===== config.mk =====
export PLATFORM = sky130hd
export DESIGN_NAME = pdh_dac_ctrl
export DESIGN_NICKNAME = d
export VERILOG_FILES = /design/src/rtl/pdh_pkg.sv /design/src/rtl/pdh_slew_ch.sv /design/src/rtl/pdh_dac_ctrl.sv
export SDC_FILE = /design/constraint.sdc
export NUM_CORES = 1
export LEC_CHECK = 0
export CORE_ASPECT_RATIO = 0.6
export CORE_MARGIN = 5
export CORE_UTILIZATION = 28
export DETAILED_ROUTE_END_ITERATION = 8
export DONT_BUFFER_PORTS = 1
export HOLD_SLACK_MARGIN = 0.15
export PLACE_DENSITY_LB_ADDON = 0.12
export SETUP_SLACK_MARGIN = 0.15
export SLEW_MARGIN = 10
export SYNTH_ARGS = -nofsm -noshare
export SYNTH_HDL_FRONTEND = slang
export SYNTH_SLANG_ARGS = --single-unit

===== constraint.sdc =====
create_clock -name clk -period 11 [get_ports clk]
set_clock_uncertainty 0.05 [all_clocks]
set_input_delay 2.2 -clock clk [delete_from_list [all_inputs] [get_ports clk]]
set_output_delay 2.2 -clock clk [all_outputs]
set_load 0.03 [all_outputs]

===== src/rtl/pdh_pkg.sv =====
// pdh_pkg: shared types and PS word field positions for the PDH DAC controller.
//   cmd_t    - command codes carried in the PS word cmd field
//   state_t  - command sequencer states
//   field localparams for the PS->PL word and the PL->PS callback word
package pdh_pkg;

   typedef enum logic [3:0] {
      CMD_IDLE     = 4'd0,
      CMD_SET_LED  = 4'd1,
      CMD_SET_DAC  = 4'd2,
      CMD_SET_SLEW = 4'd3,
      CMD_GET_DAC  = 4'd4
   } cmd_t;

   typedef enum logic [1:0] {
      ST_IDLE = 2'd0,
      ST_EXEC = 2'd1,
      ST_RESP = 2'd2
   } state_t;

   // PS -> PL word
   localparam int SRST_BIT = 31;
   localparam int STB_BIT  = 30;
   localparam int CMD_MSB  = 29;
   localparam int CMD_LSB  = 26;
   localparam int CH_MSB   = 17;
   localparam int CH_LSB   = 14;
   // only data[17:0] carries meaning for any command
   localparam int DATA_KEEP = 18;

   // PL -> PS callback word
   localparam int RSP_CMD_LSB = 28;
   localparam int RSP_ERR_BIT = 27;
   localparam int PAYLOAD_W   = 27;

endpackage


===== src/rtl/pdh_slew_ch.sv =====
// pdh_slew_ch: one DAC channel - holds target, slew step and output code and
// moves the output toward the target by at most one step per cycle.
//   clk, rst_n   clock / async active-low reset
//   srst_i       synchronous soft reset
//   tgt_we_i     load tgt_i as new target
//   step_we_i    load step_i as new slew step (0 = jump in one cycle)
//   dat_o        current output code (two's complement)
//   busy_o       output differs from target
//   chg_o        registered flag: output changed on the last clock edge
module pdh_slew_ch #(
   parameter int DAC_W  = 14,
   parameter int STEP_W = 8
) (
   input  logic              clk,
   input  logic              rst_n,
   input  logic              srst_i,
   input  logic              tgt_we_i,
   input  logic              step_we_i,
   input  logic [DAC_W-1:0]  tgt_i,
   input  logic [STEP_W-1:0] step_i,
   output logic [DAC_W-1:0]  dat_o,
   output logic              busy_o,
   output logic              chg_o
);

   // wide enough to hold target-output without overflow and any step value
   localparam int CW = ((DAC_W > STEP_W) ? DAC_W : STEP_W) + 2;

   logic [DAC_W-1:0]  tgt_q, tgt_d;
   logic [STEP_W-1:0] step_q, step_d;
   logic [DAC_W-1:0]  out_q, out_d;
   logic              chg_q, chg_d;
   logic signed [CW-1:0] t_s, o_s, step_s, diff_s, mag_s;

   // next target/step/output: signed distance decides direction, and the
   // final partial step lands exactly on target so there is no overshoot
   always_comb begin
      tgt_d  = tgt_q;
      step_d = step_q;
      if (tgt_we_i) begin
         tgt_d = tgt_i;
      end else begin
         tgt_d = tgt_q;
      end
      if (step_we_i) begin
         step_d = step_i;
      end else begin
         step_d = step_q;
      end
      t_s    = {{(CW-DAC_W){tgt_q[DAC_W-1]}}, tgt_q};
      o_s    = {{(CW-DAC_W){out_q[DAC_W-1]}}, out_q};
      step_s = {{(CW-STEP_W){1'b0}}, step_q};
      diff_s = t_s - o_s;
      if (diff_s[CW-1]) begin
         mag_s = -diff_s;
      end else begin
         mag_s = diff_s;
      end
      if ((step_q == {STEP_W{1'b0}}) || (mag_s <= step_s)) begin
         out_d = tgt_q;
      end else if (!diff_s[CW-1]) begin
         out_d = out_q + DAC_W'(step_q);
      end else begin
         out_d = out_q - DAC_W'(step_q);
      end
      chg_d = (out_d != out_q);
   end

   // channel state registers
   always_ff @(posedge clk or negedge rst_n) begin
      if (!rst_n) begin
         tgt_q  <= {DAC_W{1'b0}};
         step_q <= {STEP_W{1'b0}};
         out_q  <= {DAC_W{1'b0}};
         chg_q  <= 1'b0;
      end else if (srst_i) begin
         tgt_q  <= {DAC_W{1'b0}};
         step_q <= {STEP_W{1'b0}};
         out_q  <= {DAC_W{1'b0}};
         chg_q  <= 1'b0;
      end else begin
         tgt_q  <= tgt_d;
         step_q <= step_d;
         out_q  <= out_d;
         chg_q  <= chg_d;
      end
   end

   assign dat_o  = out_q;
   assign busy_o = (tgt_q != out_q);
   assign chg_o  = chg_q;

endmodule


===== src/rtl/pdh_dac_ctrl.sv =====
// pdh_dac_ctrl: PS-commanded DAC controller with per-channel slew limiting.
//   clk, rst_n      clock / async active-low reset
//   axi_from_ps_i   [31] soft reset, [30] strobe, [29:26] cmd, [25:0] data
//   axi_to_ps_o     [31:28] last cmd, [27] error, [26:0] payload
//   led_o           LED register
//   dac_dat_o       packed channel codes, channel k at [k*DAC_W +: DAC_W]
//   dac_wrt_o       one-cycle pulse in the cycle after any output change
//   busy_o          some channel has not yet reached its target
module pdh_dac_ctrl
   import pdh_pkg::*;
#(
   parameter int NUM_CH = 2,
   parameter int DAC_W  = 14,
   parameter int STEP_W = 8
) (
   input  logic                    clk,
   input  logic                    rst_n,
   input  logic [31:0]             axi_from_ps_i,
   output logic [31:0]             axi_to_ps_o,
   output logic [7:0]              led_o,
   output logic [NUM_CH*DAC_W-1:0] dac_dat_o,
   output logic                    dac_wrt_o,
   output logic                    busy_o
);

   state_t                 state_q, state_d;
   logic                   sync1_q, sync1_d, sync2_q, sync2_d, prev_q, prev_d;
   logic [3:0]             cmd_q, cmd_d;
   logic [DATA_KEEP-1:0]   data_q, data_d;
   logic [7:0]             led_q, led_d;
   logic [31:0]            resp_q, resp_d;
   logic                   wrt_q, wrt_d;
   logic                   srst, stb_rise, ch_ok, valid, exec;
   logic [3:0]             ch;
   logic [DAC_W-1:0]       cur_code;
   logic [PAYLOAD_W-1:0]   payload;
   logic [NUM_CH-1:0]      tgt_we, step_we, busy_ch, chg_ch;
   logic [NUM_CH*DAC_W-1:0] dat_all;

   assign srst     = axi_from_ps_i[SRST_BIT];
   assign stb_rise = sync2_q & ~prev_q;
   assign ch       = data_q[CH_MSB:CH_LSB];
   assign ch_ok    = ({28'd0, ch} < 32'(NUM_CH));

   // command decode: validity, selected channel readback and response payload
   always_comb begin
      cur_code = {DAC_W{1'b0}};
      for (int k = 0; k < NUM_CH; k++) begin
         if (ch == 4'(k)) begin
            cur_code = dat_all[k*DAC_W +: DAC_W];
         end else begin
            cur_code = cur_code;
         end
      end
      valid   = 1'b0;
      payload = {PAYLOAD_W{1'b0}};
      case (cmd_q)
         CMD_IDLE: begin
            valid = 1'b1;
         end
         CMD_SET_LED: begin
            valid   = 1'b1;
            payload = {19'd0, led_q};
         end
         CMD_SET_DAC: begin
            valid   = ch_ok;
            payload = ch_ok ? PAYLOAD_W'({ch, data_q[DAC_W-1:0]}) : {PAYLOAD_W{1'b0}};
         end
         CMD_SET_SLEW: begin
            valid   = ch_ok;
            payload = ch_ok ? PAYLOAD_W'({ch, data_q[STEP_W-1:0]}) : {PAYLOAD_W{1'b0}};
         end
         CMD_GET_DAC: begin
            valid   = ch_ok;
            payload = ch_ok ? PAYLOAD_W'({ch, cur_code}) : {PAYLOAD_W{1'b0}};
         end
         default: begin
            valid   = 1'b0;
            payload = {PAYLOAD_W{1'b0}};
         end
      endcase
   end

   // sequencer next state, command capture, LED/response update, channel strobes
   always_comb begin
      state_d = state_q;
      cmd_d   = cmd_q;
      data_d  = data_q;
      led_d   = led_q;
      resp_d  = resp_q;
      sync1_d = axi_from_ps_i[STB_BIT];
      sync2_d = sync1_q;
      prev_d  = sync2_q;
      wrt_d   = |chg_ch;
      exec    = (state_q == ST_EXEC) && valid;
      for (int k = 0; k < NUM_CH; k++) begin
         tgt_we[k]  = exec && (cmd_q == CMD_SET_DAC)  && (ch == 4'(k));
         step_we[k] = exec && (cmd_q == CMD_SET_SLEW) && (ch == 4'(k));
      end
      case (state_q)
         ST_IDLE: begin
            // edges seen in EXEC/RESP are simply lost: prev_q still tracks them
            if (stb_rise) begin
               cmd_d   = axi_from_ps_i[CMD_MSB:CMD_LSB];
               data_d  = axi_from_ps_i[DATA_KEEP-1:0];
               state_d = ST_EXEC;
            end else begin
               state_d = ST_IDLE;
            end
         end
         ST_EXEC: begin
            if (exec && (cmd_q == CMD_SET_LED)) begin
               led_d = data_q[7:0];
            end else begin
               led_d = led_q;
            end
            state_d = ST_RESP;
         end
         ST_RESP: begin
            resp_d  = {cmd_q, ~valid, payload};
            state_d = ST_IDLE;
         end
         default: begin
            state_d = ST_IDLE;
         end
      endcase
   end

   // control registers; soft reset forces reset values and also holds the
   // strobe synchroniser clear so a strobe during soft reset is ignored
   always_ff @(posedge clk or negedge rst_n) begin
      if (!rst_n) begin
         state_q <= ST_IDLE;
         sync1_q <= 1'b0;
         sync2_q <= 1'b0;
         prev_q  <= 1'b0;
         cmd_q   <= 4'd0;
         data_q  <= {DATA_KEEP{1'b0}};
         led_q   <= 8'd0;
         resp_q  <= 32'd0;
         wrt_q   <= 1'b0;
      end else if (srst) begin
         state_q <= ST_IDLE;
         sync1_q <= 1'b0;
         sync2_q <= 1'b0;
         prev_q  <= 1'b0;
         cmd_q   <= 4'd0;
         data_q  <= {DATA_KEEP{1'b0}};
         led_q   <= 8'd0;
         resp_q  <= 32'd0;
         wrt_q   <= 1'b0;
      end else begin
         state_q <= state_d;
         sync1_q <= sync1_d;
         sync2_q <= sync2_d;
         prev_q  <= prev_d;
         cmd_q   <= cmd_d;
         data_q  <= data_d;
         led_q   <= led_d;
         resp_q  <= resp_d;
         wrt_q   <= wrt_d;
      end
   end

   for (genvar k = 0; k < NUM_CH; k++) begin : g_ch
      pdh_slew_ch #(
         .DAC_W  (DAC_W),
         .STEP_W (STEP_W)
      ) u_ch (
         .clk       (clk),
         .rst_n     (rst_n),
         .srst_i    (srst),
         .tgt_we_i  (tgt_we[k]),
         .step_we_i (step_we[k]),
         .tgt_i     (data_q[DAC_W-1:0]),
         .step_i    (data_q[STEP_W-1:0]),
         .dat_o     (dat_all[k*DAC_W +: DAC_W]),
         .busy_o    (busy_ch[k]),
         .chg_o     (chg_ch[k])
      );
   end

   assign axi_to_ps_o = resp_q;
   assign led_o       = led_q;
   assign dac_dat_o   = dat_all;
   assign dac_wrt_o   = wrt_q;
   assign busy_o      = |busy_ch;

endmodule


==> summary.md <==
| Metric | Value |
|---|---|
| Status | finished clean |
| Die Ht | about 160 µm |
| F_max | 139 MHz |
| Worst hold slack | 0.419 ns |
| Ant diodes | 0 |
| Fillers | about 4000 |
| Share of cells above drive strength 1 | between 5 and 6% |
| Remaining DRCs | 0 |
| H-tree depth | 4 |
| Critical path depth | 19 |
| FF+latch area | ~3300 µm² |
| Placeable Area | between 30000 and 40000 µm² |
| GP Congestion | between 0.8 and 0.9 |
| CP most frequent cell | o21ai_0 |
| Int Pwr | 0.835 mW |
| Max stage delay on crit path | approximately 1.0 ns |
| Dpl cells | 1726 |
| Fin crit period | slightly above 7 ns |
| Skew-Pair Late Insertion Delay | approximately 0.44 ns |
| Post-route setup TNS | 0 ns |
| Cell Pwr Density | between 90 and 100 nW/µm² |
| Relative slew slack | between 10% and 20% |
| Adder-cell area share of the yosys netlist | a little under a tenth |
| Max-cap violation count | 0 |
| CP startpoint | g_ch[0].u_ch.dat_o[1]$_DFF_PN0_ |
| CP endpoint kind | flop |
| Crit-path max FO | 12 |
| CP Launch Type | flop |
| First-pass iteration count of the detailed router | 6 |
| Main synth FF type | dfrtp_1 |
| Final setup margin | between 3 and 4 ns |
| Worst min path class | reg2reg |
| Worst Path Required | ~11 ns |
| Area delta synth->final | 10.0% |
| Reg clk slew, reported paths | roughly 0.06 ns |
| Post-synthesis compound-gate area fraction | between 10% and 20% |
| Vias in the first global route | between 8000 and 9000 |
| Post-synthesis instance total | approximately 1300 |
| Setup crit end | g_ch[0].u_ch.chg_o$_DFF_PN0_ |
| # nets final | ~1300 |
| Clock root buffer | clkbuf_16 |
| Routed wire length per instance | 21.2 µm |
| LEAKAGE | 5.08 nW |
| Count of cell types in the netlist | 81 |
| Rows | 55 |
| WP data arrival | roughly 7.5 ns |
| Register area share after synthesis | 31.4% |
| IO Pins | approximately 100 |
| First-pass GRT wire length | about 56000 µm |
| R2R Path End | g_ch[0].u_ch.chg_o$_DFF_PN0_ |
| IO buf count | 0 |
| Hold Fails Final Rpt | 0 |
| Synth Register Bits | roughly 130 |
| Largest family of logic cells by synthesized area | simple AND/OR/NAND/NOR gates |
| Reg-to-reg startpoint | g_ch[0].u_ch.dat_o[1]$_DFF_PN0_ |
| Hold_buf cts | 0 |
| Dpl ws | approximately 3.9 ns |
| NetSw | roughly 0.26 mW |
| Total gr overflow | 0 |
| CTS tree | built |
| Total track usage | approximately 18% |
| Top post-synthesis cells by area | dfrtp_1, ha_1, mux2i_1, nand2_1, xnor2_1 |
| Critical path class | reg2reg |
| Top cell family by delay on the critical path | compound AO/OA/AOI/OAI gates |
| XOR/XNOR Fraction of Synth Area | approximately 8% |
| Cell Chain, Critical Path | inv_1 > fa_1 > a21o_1 > a221oi_2 > o21ai_0 > a21oi_1 > nor2_1 > xnor2_1 > ha_1 > nor2b_1 > o21ai_0 > a21oi_1 > o41ai_1 > o21ai_0 > xor2_1 > a2111oi_0 > o21ai_0 > nor4b_1 > a31oi_1 |
| RSZ-0062 raised after global routing | no |
| Initial antenna violation count | 0 |
| Avg Inst Size Synth | 8.41 µm² |
| Async set or reset register ratio after synthesis | between 90% and 100% |
| Initial Utilization | between 20 and 30% |
| EDFF count, synth | 0 |
| CP max-delay cell | a21oi_1 |
| Switching share of power | approximately a quarter |
| Starting DRC count in detailed routing | approximately 1000 |
| Final Power | between 1 and 1.5 mW |
| Post-cts resize count | 0 |
| Die area | around 42000 µm² |
| Sink Count | 133 |
| Setup bufs post-CTS | 0 |
| Final WL | 37300 µm |
| Die Span X | 261 µm |
| R2R depth | 19 |
| Flop2flop setup slack | 3.80 ns |
| Post-synth top cells | nand2_1, nor2_1, dfrtp_1 |
| Maximum number of pins on one net before global-route repair | between 100 and 150 |
| Max Slew Vio Count | 0 |
| Vias | 9086 |
| Yosys top cell by area | dfrtp_1 |
| Post-synthesis mux area share | under 10% |
| Yosys warns | 0 |
| Max IR drop VDD | 0.0941 mV |
| Num CTS Buffers | 17 |
| CTS Buffer Depth | 2 |
| Top cell type's share of synthesized area | a little under a third |
| Final Cycle Share | between 60 and 70% |
| Buf+Inv Stages, Crit Path | 1 |
| Gate power share | under 10% |
| Seq pwr share | between 40% and 50% |
| Vias/cell | between 5 and 6 |
| # setup viols final | 0 |
| Post-DP HPWL | 29000 µm |
| Cell with the most instances after synthesis | nand2_1 |
| Post-Syn Area | around 11000 µm² |
| Post-Synth Simple-Gate Area | roughly a fifth |
| Final ANT Viol Nets | 0 |
| Final non-filler cell total | 1758 |
| Worst slew pin tran | around 1.2 ns |
| Multi-input gate area | 6810 µm² |
| Clock power share | a little over half |
-- how the worst min path moves through the flow --
stage	from	end	slack (ns)	cells after the start
finish	sync1_q$_DFF_PN0_	prev_d$_DFF_PN0_	0.42	1
global route	sync1_q$_DFF_PN0_	prev_d$_DFF_PN0_	0.46	1
CTS	sync1_q$_DFF_PN0_	prev_d$_DFF_PN0_	0.43	1
detailed placement	sync1_q$_DFF_PN0_	prev_d$_DFF_PN0_	0.41	1
global placement	sync1_q$_DFF_PN0_	prev_d$_DFF_PN0_	0.40	1
floorplan	g_ch[0].u_ch.chg_o$_DFF_PN0_	dac_wrt_o$_DFF_PN0_	0.39	2
-- kinds of logic after synthesis --
family                   count (synthesis)
buffers and inverters                  126
adder cells (fa/ha/maj)                 78
XOR/XNOR                                92
AO/OA/AOI/OAI                          306
multiplexers                            77
other                                    1
AND/OR/NAND/NOR                        447
flip-flops                             133
-- through the flow --
step                      utilization [%]  area (µm²)
final                                31.1       11700
after global routing                 31.1       11700
after CTS                            31.1       11700
after detailed placement             29.5       11100
after global placement               29.5       11100
after floorplan                         -       10600
-- power by group through the flow --
| stage | Clock, mW | Combinational, mW | Sequential [mW] |
|---|---|---|---|
| floorplan | 0 | 0.0260 | 0.504 |
| global placement | 0 | 0.0226 | 0.508 |
| detailed placement | 0 | 0.0227 | 0.508 |
| CTS | 0.595 | 0.0227 | 0.499 |
| global route | 0.614 | 0.0252 | 0.499 |
| finish | 0.577 | 0.0230 | 0.499 |
-- worst register-to-register path, stage by stage (launching register included) --
cell	delay, ns
dfrtp_1	0.70
inv_1	0.29
fa_1	0.51
a21o_1	0.24
a221oi_2	0.53
o21ai_0	0.30
a21oi_1	1.02
nor2_1	0.12
xnor2_1	0.17
ha_1	0.33
nor2b_1	0.14
o21ai_0	0.22
a21oi_1	0.16
o41ai_1	0.54
o21ai_0	0.29
xor2_1	0.22
a2111oi_0	0.42
o21ai_0	0.19
nor4b_1	0.47
a31oi_1	0.14
-- cell usage in the layout, fill, tap and decap left out, types with 26 or more instances in the layout --
cell,instances
a21oi_1,97
inv_1,65
ha_1,74
nand3_1,31
mux2i_1,76
nor2_1,139
xnor2_1,62
xor2_1,26
dfrtp_1,133
o21ai_0,60
nand2_1,148
-- per-layer routing --
layer	share of wire, %	vias up	global-route usage, %
met1	55	4381	29.6
met2	36	288	21.4
met5	0	-	0
met4	0.88	0	2.89
li1	-	4396	-
met3	8.3	21	5.61
-- final cells by class --
cell class,instances,share of cell area [%]
inverter,65,2.09
clock buffer,19,3.71
tap,513,5.51
sequential,133,28.6
multi-input combinational,1009,58.5
timing repair buffer,6,0.386
clock inverter,13,1.29
-- flip-flops by register name, indices dropped and copies added, names as in the netlist --
register,count
axi_to_ps_o,23
cmd_q,4
dac_wrt_o,1
data_q,18
g_ch.u_ch.chg_o,2
g_ch.u_ch.dat_o,28
g_ch.u_ch.step_q,16
g_ch.u_ch.tgt_q,28
led_o,8
prev_d,1
prev_q,1
state_q,2
sync1_q,1
No activity file was read; power rests on OpenSTA's default activity.
